<file path="config.mk">
export PLATFORM = sky130hd
export DESIGN_NAME = alu_decode
export DESIGN_NICKNAME = d
export VERILOG_FILES = /design/src/rtl/alu_pkg.sv /design/src/rtl/alu_decode_comb.sv /design/src/rtl/alu_decode.sv
export SDC_FILE = /design/constraint.sdc
export NUM_CORES = 1
export LEC_CHECK = 0
export ABC_AREA = 1
export ABC_CLOCK_PERIOD_IN_PS = 5720
export CAP_MARGIN = 20
export CORE_UTILIZATION = 48
export DETAILED_ROUTE_END_ITERATION = 8
export PLACE_DENSITY_LB_ADDON = 0.25
export SLEW_MARGIN = 15
export SYNTH_ARGS = -nofsm -noshare
export SYNTH_HDL_FRONTEND = slang
export SYNTH_SLANG_ARGS = --single-unit
</file>
<file path="constraint.sdc">
create_clock -name clk -period 5.72 [get_ports clk]
set_clock_uncertainty 0.2 [all_clocks]
set_input_delay 1.144 -clock clk [delete_from_list [all_inputs] [get_ports clk]]
set_output_delay 1.144 -clock clk [all_outputs]
set_load 0.01 [all_outputs]
</file>
<file path="src/rtl/alu_pkg.sv">
// Shared ALU/decode definitions: ALU operation codes, RV32I major opcodes,
// operand-select encodings and the decoded bundle carried by the decode stage.
package alu_pkg;

   localparam int XLEN = 32;

   localparam logic [3:0] ALU_ADD  = 4'b0000;
   localparam logic [3:0] ALU_SUB  = 4'b0001;
   localparam logic [3:0] ALU_NOT  = 4'b0010;
   localparam logic [3:0] ALU_SLL  = 4'b0011;
   localparam logic [3:0] ALU_SRL  = 4'b0100;
   localparam logic [3:0] ALU_AND  = 4'b0101;
   localparam logic [3:0] ALU_OR   = 4'b0110;
   localparam logic [3:0] ALU_SLT  = 4'b0111;
   localparam logic [3:0] ALU_SLTU = 4'b1001;
   localparam logic [3:0] ALU_XOR  = 4'b1010;

   localparam logic [6:0] OPC_LOAD   = 7'b0000011;
   localparam logic [6:0] OPC_STORE  = 7'b0100011;
   localparam logic [6:0] OPC_BRANCH = 7'b1100011;
   localparam logic [6:0] OPC_JALR   = 7'b1100111;
   localparam logic [6:0] OPC_JAL    = 7'b1101111;
   localparam logic [6:0] OPC_OP_IMM = 7'b0010011;
   localparam logic [6:0] OPC_OP     = 7'b0110011;
   localparam logic [6:0] OPC_LUI    = 7'b0110111;
   localparam logic [6:0] OPC_AUIPC  = 7'b0010111;

   localparam logic [1:0] A_RS1  = 2'b00;
   localparam logic [1:0] A_PC   = 2'b01;
   localparam logic [1:0] A_ZERO = 2'b10;

   localparam logic B_RS2 = 1'b0;
   localparam logic B_IMM = 1'b1;

   typedef struct packed {
      logic [3:0]      alu_ctl;
      logic [1:0]      a_sel;
      logic            b_sel;
      logic [4:0]      rs1;
      logic [4:0]      rs2;
      logic [4:0]      rd;
      logic [XLEN-1:0] imm;
      logic            reg_write;
      logic            illegal;
   } dec_t;

   // Shared funct3 mapping for OP and OP-IMM; SUB and shift legality are handled by the caller.
   function automatic logic [3:0] alu_from_funct3(input logic [2:0] funct3);
      logic [3:0] code;
      case (funct3)
         3'b000:  code = ALU_ADD;
         3'b001:  code = ALU_SLL;
         3'b010:  code = ALU_SLT;
         3'b011:  code = ALU_SLTU;
         3'b100:  code = ALU_XOR;
         3'b101:  code = ALU_SRL;
         3'b110:  code = ALU_OR;
         default: code = ALU_AND;
      endcase
      return code;
   endfunction

endpackage

</file>
<file path="src/rtl/alu_decode_comb.sv">
// Combinational RV32I instruction -> ALU control bundle decoder.
// Latency: none (pure logic); no flow control of its own.
module alu_decode_comb
   import alu_pkg::*;
(
   input  logic [XLEN-1:0] instr,
   output dec_t            dec
);

   logic [6:0]      opcode;
   logic [2:0]      funct3;
   logic [6:0]      funct7;
   logic [XLEN-1:0] imm_i;
   logic [XLEN-1:0] imm_s;
   logic [XLEN-1:0] imm_b;
   logic [XLEN-1:0] imm_u;
   logic [XLEN-1:0] imm_j;
   logic [XLEN-1:0] imm_sh;

   assign opcode = instr[6:0];
   assign funct3 = instr[14:12];
   assign funct7 = instr[31:25];

   assign imm_i  = {{20{instr[31]}}, instr[31:20]};
   assign imm_s  = {{20{instr[31]}}, instr[31:25], instr[11:7]};
   assign imm_b  = {{19{instr[31]}}, instr[31], instr[7], instr[30:25], instr[11:8], 1'b0};
   assign imm_u  = {instr[31:12], 12'b0};
   assign imm_j  = {{11{instr[31]}}, instr[31], instr[19:12], instr[20], instr[30:21], 1'b0};
   assign imm_sh = {27'b0, instr[24:20]};

   always_comb begin
      dec           = '0;
      dec.rs1       = instr[19:15];
      dec.rs2       = instr[24:20];
      dec.rd        = instr[11:7];
      dec.alu_ctl   = ALU_ADD;
      dec.a_sel     = A_RS1;
      dec.b_sel     = B_IMM;
      dec.imm       = imm_i;
      dec.reg_write = 1'b0;
      dec.illegal   = 1'b0;

      case (opcode)
         OPC_OP: begin
            dec.b_sel     = B_RS2;
            dec.imm       = '0;
            dec.reg_write = 1'b1;
            dec.alu_ctl   = alu_from_funct3(funct3);
            if (funct7 == 7'b0100000 && funct3 == 3'b000)
               dec.alu_ctl = ALU_SUB;
            else if (funct7 != 7'b0000000)
               dec.illegal = 1'b1;
         end
         OPC_OP_IMM: begin
            dec.reg_write = 1'b1;
            dec.alu_ctl   = alu_from_funct3(funct3);
            // No arithmetic right shift in the ALU, so SRAI falls out as illegal here.
            if (funct3 == 3'b001 || funct3 == 3'b101) begin
               dec.imm = imm_sh;
               if (funct7 != 7'b0000000)
                  dec.illegal = 1'b1;
            end
         end
         OPC_LOAD, OPC_JALR: begin
            dec.reg_write = 1'b1;
         end
         OPC_STORE: begin
            dec.imm = imm_s;
         end
         OPC_BRANCH: begin
            dec.b_sel = B_RS2;
            dec.imm   = imm_b;
            case (funct3[2:1])
               2'b00:   dec.alu_ctl = ALU_SUB;
               2'b10:   dec.alu_ctl = ALU_SLT;
               2'b11:   dec.alu_ctl = ALU_SLTU;
               default: dec.illegal = 1'b1;
            endcase
         end
         OPC_LUI: begin
            dec.a_sel     = A_ZERO;
            dec.imm       = imm_u;
            dec.reg_write = 1'b1;
         end
         OPC_AUIPC: begin
            dec.a_sel     = A_PC;
            dec.imm       = imm_u;
            dec.reg_write = 1'b1;
         end
         OPC_JAL: begin
            dec.a_sel     = A_PC;
            dec.imm       = imm_j;
            dec.reg_write = 1'b1;
         end
         default: begin
            dec.illegal = 1'b1;
         end
      endcase

      if (dec.illegal) begin
         dec.alu_ctl   = ALU_ADD;
         dec.reg_write = 1'b0;
      end
      if (dec.rd == 5'd0)
         dec.reg_write = 1'b0;
   end

endmodule

</file>
<file path="src/rtl/alu_decode.sv">
// Registered RV32I decode stage: one output register, 1-cycle latency.
// Backpressure: in_ready = !out_valid || out_ready; bundle held stable while stalled.
module alu_decode
   import alu_pkg::*;
(
   input  logic            clk,
   input  logic            rst,
   input  logic            flush,
   input  logic            in_valid,
   output logic            in_ready,
   input  logic [XLEN-1:0] in_instr,
   input  logic [XLEN-1:0] in_pc,
   output logic            out_valid,
   input  logic            out_ready,
   output logic [3:0]      out_alu_ctl,
   output logic [1:0]      out_a_sel,
   output logic            out_b_sel,
   output logic [4:0]      out_rs1,
   output logic [4:0]      out_rs2,
   output logic [4:0]      out_rd,
   output logic [XLEN-1:0] out_imm,
   output logic            out_reg_write,
   output logic            out_illegal,
   output logic [XLEN-1:0] out_pc
);

   dec_t            dec_nxt;
   dec_t            dec_q;
   logic [XLEN-1:0] pc_q;
   logic            accept;

   alu_decode_comb u_comb (
      .instr (in_instr),
      .dec   (dec_nxt)
   );

   assign in_ready = !out_valid || out_ready;
   assign accept   = in_valid && in_ready;

   // Flush wins over a same-cycle accept; the incoming word is dropped.
   always_ff @(posedge clk or posedge rst) begin
      if (rst) begin
         out_valid <= 1'b0;
         dec_q     <= '0;
         pc_q      <= '0;
      end else begin
         if (flush)
            out_valid <= 1'b0;
         else if (accept)
            out_valid <= 1'b1;
         else if (out_ready)
            out_valid <= 1'b0;

         if (accept && !flush) begin
            dec_q <= dec_nxt;
            pc_q  <= in_pc;
         end
      end
   end

   assign out_alu_ctl   = dec_q.alu_ctl;
   assign out_a_sel     = dec_q.a_sel;
   assign out_b_sel     = dec_q.b_sel;
   assign out_rs1       = dec_q.rs1;
   assign out_rs2       = dec_q.rs2;
   assign out_rd        = dec_q.rd;
   assign out_imm       = dec_q.imm;
   assign out_reg_write = dec_q.reg_write;
   assign out_illegal   = dec_q.illegal;
   assign out_pc        = pc_q;

endmodule

</file>
==> Implementation_results.wiki <==
{| class="wikitable"
! Metric !! Value
|-
| Register-to-Register Path Depth || 8
|-
| Period minus WS final || between 3 and 4 ns
|-
| Number of endpoints with negative hold slack in the final report || 0
|-
| CP required || 4.38 ns
|-
| Antenna violations before repair || 0
|-
| Arrival time at the worst endpoint || between 2 and 2.5 ns
|-
| Syn Nets || around 660
|-
| Number of port buffers || between 150 and 200
|-
| Delay of the slowest cell on the worst path || between 0.4 and 0.5 ns
|-
| Worst slew slack as a fraction of its limit || between 30% and 40%
|-
| Number of remaining DRC errors || 0
|-
| Die outline area || 9384 um2
|-
| Final TNS setup || 0 ns
|-
| Fin worst setup slack || 1.987 ns
|-
| Share of the clock period used by the worst path after layout || about two thirds
|-
| Total number of vias || about 4,300
|-
| Highest ir drop seen on vdd || about 160 uV
|-
| Number of filler instances in the final layout || 758
|-
| Final global-route overflow total || 0
|-
| Number of buffers inserted during clock tree synthesis || 9
|-
| Number of pins with negative max-slew slack in the final report || 0
|-
| YS warnings || 0
|-
| Pwr Total || about 1.6 mW
|-
| Final weighted congestion of routability-driven global placement || between 0.8 and 0.9
|-
| CP endpoint kind || output pin
|-
| Finish-stage setup viols || 0
|-
| Clock insertion delay at the later pin of the skew report || around 0.35 ns
|-
| Path class of the lowest-slack min-delay path || register to register
|-
| Cell breakdown of the critical path || clkdlybuf4s50_1, nor2_1, inv_1, clkdlybuf4s50_1
|-
| Ratio of cells with drive above 1 in the final layout || under 10%
|-
| Wire length of the first global-routing pass || between 20,000 and 25,000 um
|-
| Launching instance or port of the critical path || out_ready
|-
| Buffers inserted during post-CTS setup optimization || 0
|-
| Power density of the placed cells || approximately 260 nW/um2
|-
| RSZ-0062 raised after global routing || false
|-
| Standard cell core area || between 8000 and 9000 um2
|-
| Longest Clk Path Bufs || 2
|-
| Run status || complete, no violations
|-
| Pin count of the biggest net entering global routing || 81
|-
| Crit Path Max Fanout || 2
|-
| Post-synth design cell area || roughly 4300 um2
|-
| Count of antenna-violating nets left after detailed routing || 0
|-
| Last element of the critical path || in_ready
|-
| Family with the most delay on the worst path || buffers and inverters
|-
| Met3 GRT Util || under 10%
|-
| Post-place setup slack || about 2 ns
|-
| Met1 GRT Util || between 30% and 40%
|-
| Flip-flop and latch count after synthesis || about 90
|-
| Top-level port count || 159
|-
| Number of H-tree levels || 3
|-
| Setup slack, reg-to-reg || 3.52 ns
|-
| Top Usage Layer GRT || met2
|-
| Logic depth of the worst setup path including buffers || 4
|-
| Horizontal extent of the die || 96.87 um
|-
| Post-CTS Hold Fix Bufs || 0
|-
| Clock Tree Root || sky130_fd_sc_hd__clkbuf_8
|-
| Leakage || just over 3 nW
|-
| Drt initial violations || approximately 270
|-
| Count of inserted antenna diode cells || 0
|-
| Count of nets after finishing || 805
|-
| Sequential share of the synthesized area || 51.55%
|-
| Worst-Margin Slew || 0.9093 ns
|-
| Cells after Synth || between 500 and 600
|-
| Critical path buffers and inverters || 3
|-
| Post-Synthesis Mean Instance Area || ~7.3 um2
|-
| Critical R2R Launch || out_valid
|-
| Kind of start point of the critical path || input port
|-
| Std cell rows || 34
|-
| Core occupancy in the finished layout || a little over two thirds
|-
| Gr usage total || a little over a quarter
|-
| Via count of the first global-routing pass || 4,251
|-
| Clock transition at the registers of the reported paths || 0.09 ns
|-
| Achievable Freq || between 200 and 300 MHz
|-
| Number of distinct standard cells referenced by the synthesized netlist || 24
|-
| Sequential cell area || around 2200 um2
|-
| Detail-routed via count per cell || 5.081
|-
| Worst Hold Slack || ~0.28 ns
|-
| Fraction of met2 tracks used by global routing || between 40% and 50%
|-
| Area growth from synthesis to final layout || 41.47%
|-
| R2r endpoint || out_alu_ctl[1]
|-
| Initial cell density of the core || 49.54%
|-
| Multi-input logic area || between 1500 and 2000 um2
|-
| Most frequent cell on the critical path || sky130_fd_sc_hd__clkdlybuf4s50_1
|-
| Post-DP HPWL || 8975 um
|-
| Slowest cell on the critical path || sky130_fd_sc_hd__clkdlybuf4s50_1
|-
| Worst setup path category || input port to output pin
|-
| Total routed wirelength || about 12,000 um
|-
| Number of violations of the max-capacitance limit || 0
|-
| Final routed wire length divided by cell count || 14.30 um
|-
| Number of clock sinks || 89
|-
| Drt pass-1 iters || 6
|-
| Chip Height || about 97 um
|-
| CTS tree || built
|-
| CTS-repair resized insts || 0
|}
==> metal layers <==
metal / part of all wire (%) / wire (um) / vias to the layer above
met3: 6.2 / 752 / 18
met4: 1.9 / 227 / 0
met1: 45 / 5415 / 2019
met5: 0 / 0 / -
met2: 47 / 5743 / 160
li1: - / - / 2117
==> logic make-up after synthesis <==
family	after synthesis	share of synthesized area, %
DFF	89	51.55
AOI/OAI and AO/OA	32	4.026
buffers and inverters	56	5.445
and+or+nand+nor	415	38.98
==> cells in the mapped netlist <==
cell / number / area (um2)
sky130_fd_sc_hd__nand2_1: 298 / 1119
sky130_fd_sc_hd__dfrtp_1: 89 / 2227
sky130_fd_sc_hd__inv_2: 3 / 11.26
sky130_fd_sc_hd__nor2_1: 49 / 183.9
sky130_fd_sc_hd__a31oi_1: 1 / 6.260
sky130_fd_sc_hd__nand2_2: 4 / 25.02
sky130_fd_sc_hd__o31ai_1: 2 / 15.01
sky130_fd_sc_hd__a21oi_1: 18 / 90.09
sky130_fd_sc_hd__nand3_2: 2 / 20.02
sky130_fd_sc_hd__clkbuf_2: 1 / 5.000
sky130_fd_sc_hd__o21ai_0: 9 / 45.04
sky130_fd_sc_hd__nor2_4: 1 / 11.26
sky130_fd_sc_hd__o21ai_2: 1 / 8.760
sky130_fd_sc_hd__a22o_1: 1 / 8.760
sky130_fd_sc_hd__nor2_2: 4 / 25.02
sky130_fd_sc_hd__inv_1: 25 / 93.84
sky130_fd_sc_hd__nor3_4: 1 / 16.27
sky130_fd_sc_hd__nand3_1: 52 / 260.3
sky130_fd_sc_hd__clkbuf_1: 10 / 37.54
sky130_fd_sc_hd__buf_4: 1 / 7.510
sky130_fd_sc_hd__nor3_1: 2 / 10.01
sky130_fd_sc_hd__nand3b_1: 1 / 7.510
sky130_fd_sc_hd__buf_2: 16 / 80.08
sky130_fd_sc_hd__nand4_1: 1 / 6.260
==> how the worst min path moves through the flow <==
stage                from          to  slack (ns)  cells past startpoint
2_1_floorplan   out_pc[0]   out_pc[0]        0.31                      2
3_3_place_gp   out_pc[28]  out_pc[28]        0.25                      2
3_5_place_dp   out_rs2[2]  out_rs2[2]        0.26                      2
4_1_cts        out_rs2[2]  out_rs2[2]        0.28                      2
5_1_grt        out_pc[17]  out_pc[17]        0.30                      2
6_report       out_pc[25]  out_pc[25]        0.28                      2
==> state kept, by name, summed over array words and instances, names as in the netlist <==
name / cells
out_valid: 1
out_rd: 5
out_a_sel: 2
out_rs1: 5
out_rs2: 5
out_b_sel: 1
out_imm: 32
out_alu_ctl: 4
out_illegal: 1
out_reg_write: 1
out_pc: 32
==> cell type report <==
| type | instances | share of cell area, % |
|---|---|---|
| repair buffers | 161 | 26.24 |
| flip-flops and latches | 89 | 36.44 |
| inverters | 28 | 1.740 |
| multi-input cells | 447 | 30.40 |
| clock buffers | 10 | 2.088 |
| well taps | 108 | 2.211 |
| clock inverters | 6 | 0.8802 |
==> metrics by stage <==
| step | instance area, um2 | std cells |
|---|---|---|
| 2_1_floorplan | 4320 | 592 |
| 3_3_place_gp | 5931 | 833 |
| 3_5_place_dp | 5931 | 833 |
| 4_1_cts | 6112 | 849 |
| 5_1_grt | 6112 | 849 |
| 6_report | 6112 | 849 |
==> power by group <==
part           internal [mW]  total, mW  switching (mW)
combinational          0.238      0.444           0.206
clock                  0.163      0.406           0.242
sequential             0.717      0.765          0.0487
==> worst reg2reg max path, cell delays in order, from the launching register on <==
cell and delay, ns:
sky130_fd_sc_hd__dfrtp_1 0.38, sky130_fd_sc_hd__inv_1 0.05, sky130_fd_sc_hd__nor2_1 0.07, sky130_fd_sc_hd__nor3_4 0.15
sky130_fd_sc_hd__buf_4 0.63, sky130_fd_sc_hd__nand2_1 0.32, sky130_fd_sc_hd__a21oi_1 0.18, sky130_fd_sc_hd__nand3_1 0.09
sky130_fd_sc_hd__nand2_1 0.08
==> cell usage in the layout, fill, tap and decap left out, types with 3 or more instances in the layout <==
| cell type | Yosys | layout |
|---|---|---|
| sky130_fd_sc_hd__inv_2 | 3 | 4 |
| sky130_fd_sc_hd__nand3_1 | 52 | 52 |
| sky130_fd_sc_hd__o21ai_0 | 9 | 9 |
| sky130_fd_sc_hd__nor2_2 | 4 | 4 |
| sky130_fd_sc_hd__clkbuf_8 | 0 | 9 |
| sky130_fd_sc_hd__nand2_2 | 4 | 4 |
| sky130_fd_sc_hd__dfrtp_1 | 89 | 89 |
| sky130_fd_sc_hd__nor2_1 | 49 | 49 |
| sky130_fd_sc_hd__clkdlybuf4s50_1 | 0 | 158 |
| sky130_fd_sc_hd__nand2_1 | 298 | 298 |
| sky130_fd_sc_hd__a21oi_1 | 18 | 18 |
| sky130_fd_sc_hd__inv_1 | 25 | 23 |
| sky130_fd_sc_hd__buf_4 | 1 | 3 |
(Power assumes the default switching activity.)
